==> src/rtl/env_seq_pkg.sv <==
// Shared types and constants for the envelope slot sequencer.
package env_seq_pkg;
    localparam int VOICES      = 16;
    localparam int VOICE_W     = 4;
    localparam int ENV_W       = 19;
    localparam int MANT_W      = 13;
    localparam int SHIFT_W     = 4;
    localparam int SLOT_CYCLES = 4;
    localparam logic [ENV_W-1:0] ENV_MAX = 19'h7FFFF;

    typedef enum logic [1:0] {
        PH_IDLE    = 2'd0,
        PH_ATTACK  = 2'd1,
        PH_DECAY   = 2'd2,
        PH_SUSTAIN = 2'd3
    } phase_t;

    typedef enum logic [$clog2(SLOT_CYCLES)-1:0] {S0, S1, S2, S3} stage_t;

    typedef struct packed {
        logic              rel;
        phase_t            phase;
        logic [ENV_W-1:0]  level;
    } voice_state_t;
endpackage

==> src/rtl/env_state_ram.sv <==
// Per-voice envelope state: one async read port, one sync write port, cleared on reset.
module env_state_ram
    import env_seq_pkg::*;
(
    input  logic               clk,
    input  logic               rst_n,
    input  logic [VOICE_W-1:0] rd_addr,
    output voice_state_t       rd_data,
    input  logic               wr_en,
    input  logic [VOICE_W-1:0] wr_addr,
    input  voice_state_t       wr_data
);
    voice_state_t mem [VOICES];

    always_ff @(posedge clk or negedge rst_n) begin
        if (!rst_n) begin
            for (int i = 0; i < VOICES; i++) mem[i] <= '0;
        end else if (wr_en) begin
            mem[wr_addr] <= wr_data;
        end
    end

    assign rd_data = mem[rd_addr];
endmodule

==> src/rtl/env_slot_sequencer.sv <==
// Time-multiplexed envelope scheduler; ENV_STATUS_EN adds the active_mask status output.
// stage | meaning
// S0    | read voice state, strobe envelope ROM
// S1    | capture ROM rate word, drive shifter
// S2    | capture shifter step
// S3    | compute next state, write back, pulse env_valid
module env_slot_sequencer
    import env_seq_pkg::*;
#(
    parameter logic [ENV_W-1:0] SUSTAIN_LVL = 19'h20000
) (
    input  logic                       clk,
    input  logic                       rst_n,
    input  logic                       key_valid,
    output logic                       key_ready,
    input  logic                       key_on,
    input  logic [VOICE_W-1:0]         key_voice,
    output logic                       rom_rd,
    output logic [VOICE_W+1:0]         rom_addr,
    input  logic [SHIFT_W+MANT_W-1:0]  rom_data,
    output logic [SHIFT_W-1:0]         sh_bus,
    output logic [MANT_W-1:0]          sh_mant,
    input  logic [ENV_W-1:0]           sh_step,
    output logic                       env_valid,
    output logic [VOICE_W-1:0]         env_voice,
    output logic [ENV_W-1:0]           env_level
`ifdef ENV_STATUS_EN
    ,
    output logic [VOICES-1:0]          active_mask
`endif
);
    localparam logic [VOICES-1:0] ONE = VOICES'(1);

    stage_t                      stage_q, stage_d;
    logic [VOICE_W-1:0]          voice_q, voice_d;
    logic [SHIFT_W+MANT_W-1:0]   rate_q;
    logic [ENV_W-1:0]            step_q;
    logic [VOICES-1:0]           pend_on_q, pend_off_q, consume, set_mask;
    voice_state_t                cur, nxt;
    logic [ENV_W:0]              sum, diff;

    env_state_ram u_state_ram (
        .clk     (clk),
        .rst_n   (rst_n),
        .rd_addr (voice_q),
        .rd_data (cur),
        .wr_en   (stage_q == S3),
        .wr_addr (voice_q),
        .wr_data (nxt)
    );

    always_ff @(posedge clk or negedge rst_n) begin
        if (!rst_n) begin
            stage_q <= S0;
            voice_q <= '0;
            rate_q  <= '0;
            step_q  <= '0;
        end else begin
            stage_q <= stage_d;
            voice_q <= voice_d;
            if (stage_q == S1) rate_q <= rom_data;
            if (stage_q == S2) step_q <= sh_step;
        end
    end

    always_comb begin
        stage_d = stage_q;
        voice_d = voice_q;
        case (stage_q)
            S0: stage_d = S1;
            S1: stage_d = S2;
            S2: stage_d = S3;
            S3: begin
                stage_d = S0;
                voice_d = voice_q + 4'd1;
            end
        endcase
    end

    always_comb begin
        sum  = {1'b0, cur.level} + {1'b0, step_q};
        diff = {1'b0, cur.level} - {1'b0, step_q};
        nxt  = cur;
        case (cur.phase)
            PH_IDLE: begin
                nxt.level = '0;
                nxt.rel   = 1'b0;
            end
            PH_ATTACK: begin
                if (sum >= {1'b0, ENV_MAX}) begin
                    nxt.level = ENV_MAX;
                    nxt.phase = PH_DECAY;
                end else begin
                    nxt.level = sum[ENV_W-1:0];
                end
            end
            PH_DECAY: begin
                // rel turns DECAY into RELEASE: fall through sustain all the way to zero
                if (cur.rel) begin
                    if (diff[ENV_W] || diff[ENV_W-1:0] == '0) begin
                        nxt.level = '0;
                        nxt.phase = PH_IDLE;
                        nxt.rel   = 1'b0;
                    end else begin
                        nxt.level = diff[ENV_W-1:0];
                    end
                end else if (diff[ENV_W] || diff[ENV_W-1:0] <= SUSTAIN_LVL) begin
                    nxt.level = SUSTAIN_LVL;
                    nxt.phase = PH_SUSTAIN;
                end else begin
                    nxt.level = diff[ENV_W-1:0];
                end
            end
            PH_SUSTAIN: nxt.level = cur.level;
        endcase
        if (pend_on_q[voice_q]) begin
            nxt.level = '0;
            nxt.phase = PH_ATTACK;
            nxt.rel   = 1'b0;
        end else if (pend_off_q[voice_q] && cur.phase != PH_IDLE) begin
            nxt       = cur;
            nxt.phase = PH_DECAY;
            nxt.rel   = 1'b1;
        end
    end

    // A new event in the consuming cycle wins over the clear, so it lands next frame.
    assign consume  = (stage_q == S3) ? (ONE << voice_q) : '0;
    assign set_mask = (key_valid && key_ready) ? (ONE << key_voice) : '0;

    always_ff @(posedge clk or negedge rst_n) begin
        if (!rst_n) begin
            pend_on_q  <= '0;
            pend_off_q <= '0;
        end else begin
            pend_on_q  <= (pend_on_q  & ~consume) | (set_mask & {VOICES{key_on}});
            pend_off_q <= (pend_off_q & ~consume) | (set_mask & {VOICES{~key_on}});
        end
    end

    assign key_ready = rst_n;
    assign rom_rd    = rst_n && (stage_q == S0);
    assign rom_addr  = rom_rd ? {cur.phase, voice_q} : '0;
    assign sh_bus    = rate_q[SHIFT_W+MANT_W-1:MANT_W];
    assign sh_mant   = rate_q[MANT_W-1:0];
    assign env_valid = rst_n && (stage_q == S3);
    assign env_voice = env_valid ? voice_q : '0;
    assign env_level = env_valid ? nxt.level : '0;

`ifdef ENV_STATUS_EN
    always_ff @(posedge clk or negedge rst_n) begin
        if (!rst_n) begin
            active_mask <= '0;
        end else if (stage_q == S3) begin
            active_mask[voice_q] <= (nxt.phase != PH_IDLE);
        end
    end
`endif
endmodule
==> config.mk <==
export PLATFORM = sky130hd
export DESIGN_NAME = env_slot_sequencer
export DESIGN_NICKNAME = d
export VERILOG_FILES = /design/src/rtl/env_seq_pkg.sv /design/src/rtl/env_state_ram.sv /design/src/rtl/env_slot_sequencer.sv
export SDC_FILE = /design/constraint.sdc
export NUM_CORES = 1
export LEC_CHECK = 0
export BUFFER_PORTS_ARGS = -buffer_cell sky130_fd_sc_hd__buf_4
export CAP_MARGIN = 10
export CORE_MARGIN = 3
export CORE_UTILIZATION = 60
export CTS_BUF_LIST = sky130_fd_sc_hd__clkbuf_4 sky130_fd_sc_hd__clkbuf_8 sky130_fd_sc_hd__clkbuf_16
export DETAILED_ROUTE_END_ITERATION = 12
export PLACE_DENSITY = 0.78
export SYNTH_ARGS = -nofsm -noshare
export SYNTH_HDL_FRONTEND = slang
export SYNTH_SLANG_ARGS = --single-unit
==> constraint.sdc <==
create_clock -name clk -period 8.2 [get_ports clk]
set_input_delay 1.64 -clock clk [delete_from_list [all_inputs] [get_ports clk]]
set_output_delay 1.64 -clock clk [all_outputs]
set_load 0.01 [all_outputs]
==> summary.md <==
| Metric | Value |
|---|---|
| Status | finished clean |
| TritonCTS clock tree | built |
| Simple-gate share of the synthesized area | 13.7% |
| Root Buffer | clkbuf_16 |
| Full die area | approximately 40000 sq um |
| DP Worst Slack | 0.727 ns |
| CTS max path bufs | 3 |
| Via density | around 6.6 |
| Vias | 17.9k |
| Antenna violations before repair | 0 |
| Final Max Tran Viols | 0 |
| Ys Warns | 0 |
| Yosys reg bits | 426 |
| Avg Synthesized Cell Area | between 10 and 15 sq um |
| CP required | roughly 6.6 ns |
| DRT antenna net count | 0 |
| RR Startpoint | voice_q[0] |
| Number of synthesized flops with an enable pin | 0 |
| Initial core utilization | approximately three fifths |
| Synth Area in XOR/XNOR | less than 1% |
| CP endpoint kind | output pin |
| RSZ-0062 raised after global routing | no |
| RD Place Congestion | between 0.9 and 1 |
| Critical Path AT | ~6.3 ns |
| Distinct cell type count after synthesis | between 80 and 90 |
| Post-route setup slack | roughly 0.24 ns |
| Multiplexer area fraction after synthesis | between 10% and 20% |
| Initial DRC count | just over 2k |
| Crit-path cells | buf_12 > mux4_2 > mux4_2 > ha_1 > a21oi_1 > o31ai_1 > or3_1 > o31a_1 > nand2_1 > or4_4 > a2111oi_4 > o21ai_2 > a221oi_4 > a211oi_1 > buf_4 |
| Vias in the first global route | 18.0k |
| Clk_skew | 0.0356 ns |
| Syn nets | about 2.3k |
| Port Buffers | slightly above 90 |
| Compound-Gate Fraction of Synth Area | between 10% and 20% |
| Achievable Freq | roughly 130 MHz |
| Die height | 199 microns |
| Drt drc | 0 |
| Sequential area share after synthesis | a little under half |
| Setup CP Type | register to output pin |
| Largest fanout on the critical path | 30 |
| Row cnt | 70 |
| Startpoint types | register |
| CP most frequent cell | mux4_2 |
| Hold Fails Final Rpt | 0 |
| Worst slew margin | roughly 9.0% |
| GRT Total Usage | between 30% and 40% |
| Synth Flop Type | dfrtp_1 |
| FF+latch area | roughly 11000 sq um |
| Top delay family on crit path | compound AO/OA/AOI/OAI gates |
| Worst Hold Margin | about 0.48 ns |
| Top cell type by total area after synthesis | dfrtp_1 |
| Final-report setup violation count | 0 |
| Antenna diodes | 0 |
| Area contributors post-synth | dfrtp_1 (47%), mux4_2 (12%), o21ai_0 (9.0%), nand2_1 (6.7%), ha_1 (3.1%) |
| Mapped Cells | about 2.2k |
| R2r worst-path depth | 14 |
| Grt ovf | 0 |
| Detailed Route WL | 62500 microns |
| Worst IR Drop VDD | between 0.0001 and 0.00015 V |
| CTS Sinks | ~430 |
| Fillers | approximately 2.7k |
| Min-delay worst type | register to register |
| Reg clk slew, reported paths | roughly 0.06 ns |
| Largest family of logic cells by synthesized area | compound AO/OA/AOI/OAI gates |
| Layout Area Growth over Synthesis | 11.3% |
| Die width | 199 microns |
| Reg2reg setup slack | about 1.7 ns |
| IO Count | 93 |
| Slew @ Worst Pin | approximately 1.4 ns |
| Synth Cell Area | 22400 sq um |
| CP peak stage delay | approximately 0.67 ns |
| Synth Area in Adders | between 3 and 4% |
| Largest net degree at the start of global routing | between 80 and 90 |
| Final nets | around 2.3k |
| CTS Buf Count | 44 |
| Worst path slowest cell | ha_1 |
| CP Depth | 15 |
| Setup TNS | 0 ns |
| Drt first pass iters | 6 |
| H-tree depth | 2 |
| First-pass GRT wire length | approximately 97000 microns |
| CP startpoint | voice_q[0] |
| Hpwl dp | between 40000 and 50000 microns |
| Synth top area share | approximately 47% |
| Buffers & Inverters on Critical Path | 2 |
| Critical Path Sink | env_level[0] |
| Worst reg2reg path endpoint | u_state_ram.mem[65] |
| Async set or reset register ratio after synthesis | 100% |
| Latest clock arrival within the worst-skew pair | approximately 0.59 ns |
| Final period util | 97.1% |
| Max-cap viol count | 0 |
| Multi-input logic area | approximately 11000 sq um |
| Pwr dens | approximately 170 nW/um^2 |
| Area of the core | ~37000 sq um |
| Leakage | roughly 0.011 uW |
| Drt wl/cell | between 20 and 25 microns |
| Fin crit period | 7.96 ns |
| Layout cells sized above 1 | between 10% and 20% |
==> synthesized netlist by cell type, drive strengths merged (5+ instances only) <==
cell    instances
clkbuf        138
xnor2          16
nor3           25
o21ai         419
and4            5
a32oi          17
nor4           14
ha             56
mux2           35
a22o            5
and2            7
o211ai          8
or2            10
nor4b           5
nand2b         24
nor2          105
o21bai          6
mux4          119
and3           13
mux2i          20
nor3b           7
a21o           15
dfrtp         426
a21oi          43
nand4          13
or3            10
a221o           5
nor2b          17
inv            43
a22oi           5
nand3          24
xor2            8
buf            36
a211oi         15
o31ai          21
o21a            6
nand2         403
==> registers in the layout, summed over array words and instances, names as in the netlist <==
register	count
pend_on_q	16
rate_q	17
voice_q	4
step_q	19
stage_q	2
u_state_ram.mem	352
pend_off_q	16
==> where the power goes <==
group / internal, uW / switching, uW / leakage (uW) / total [uW]
sequential: 2120 / 13.1 / 0.00573 / 2140
combinational: 59.0 / 111 / 0.00434 / 170
clock: 1180 / 875 / 0.000738 / 2050
total: 3360 / 998 / 0.0108 / 4360
==> cells by family after synthesis <==
logic type	Yosys count
xor+xnor	24
compound gates	605
fa+ha+maj	58
flops	426
mux	174
buf+inv	219
simple gates	692
==> what timing repair did <==
item                       in CTS  in global routing
buffers inserted                0                  1
setup endpoints to repair       0                 11
hold buffers                    0                  0
resized for setup               0                  2
==> layout make-up <==
class,count,share of cell area [%]
clock buffer,61,5.17
clock inverter,16,0.761
inverter,45,0.676
multi-input combinational,1553,44.0
sequential,426,42.7
tap,468,2.34
timing repair buffer,138,4.37
==> worst register-to-register path, cell delays in order, from the launching register on <==
cell and delay [ns]:
dfrtp_4 0.65, buf_12 0.30, mux4_2 0.55, mux4_2 0.59
ha_1 0.67, a21oi_1 0.21, o31ai_1 0.40, or3_1 0.18
o31a_1 0.13, nand2_1 0.18, or4_4 0.63, nor4_1 0.40
o32ai_1 0.13, a22oi_1 1.02, o21ai_0 0.23
==> cell usage in the layout (no fill, tap or decap), types with 42 or more instances in the layout <==
cell,netlist,final
a21oi_1,43,43
buf_4,4,133
clkbuf_16,0,44
dfrtp_1,426,422
ha_1,56,56
inv_1,42,42
mux4_2,119,119
nand2_1,403,403
nor2_1,103,102
o21ai_0,403,403
==> per-layer routing <==
metal  vias up  share of wire (%)  GRT usage [%]
met5         -                  0              0
met4         0                3.6           12.6
met3       185                8.4           6.07
met2       878                 48           51.1
met1      8994                 40           42.6
li1       7878                  -              -
==> metrics by stage <==
step                instance area, sq um  instances  total power, uW  util (%)
floorplan                          22400       2198             2250         -
global placement                   23500       2629             2340      63.8
detailed placement                 23500       2629             2340      63.8
CTS                                25000       2706             4370      67.8
global route                       25000       2707             4480      67.9
finish                             25000       2707             4360      67.9
==> worst min-delay path by stage <==
stage | start | endpoint | slack [ns] | cells past startpoint
6_report | u_state_ram.mem[308] | u_state_ram.mem[308] | 0.48 | 2
3_3_place_gp | u_state_ram.mem[88] | u_state_ram.mem[88] | 0.45 | 2
5_1_grt | u_state_ram.mem[89] | u_state_ram.mem[89] | 0.50 | 2
2_1_floorplan | pend_off_q[9] | pend_off_q[9] | 0.44 | 2
4_1_cts | u_state_ram.mem[264] | u_state_ram.mem[264] | 0.48 | 2
3_5_place_dp | pend_off_q[9] | pend_off_q[9] | 0.46 | 2
No activity file was read; power rests on OpenSTA's default activity.
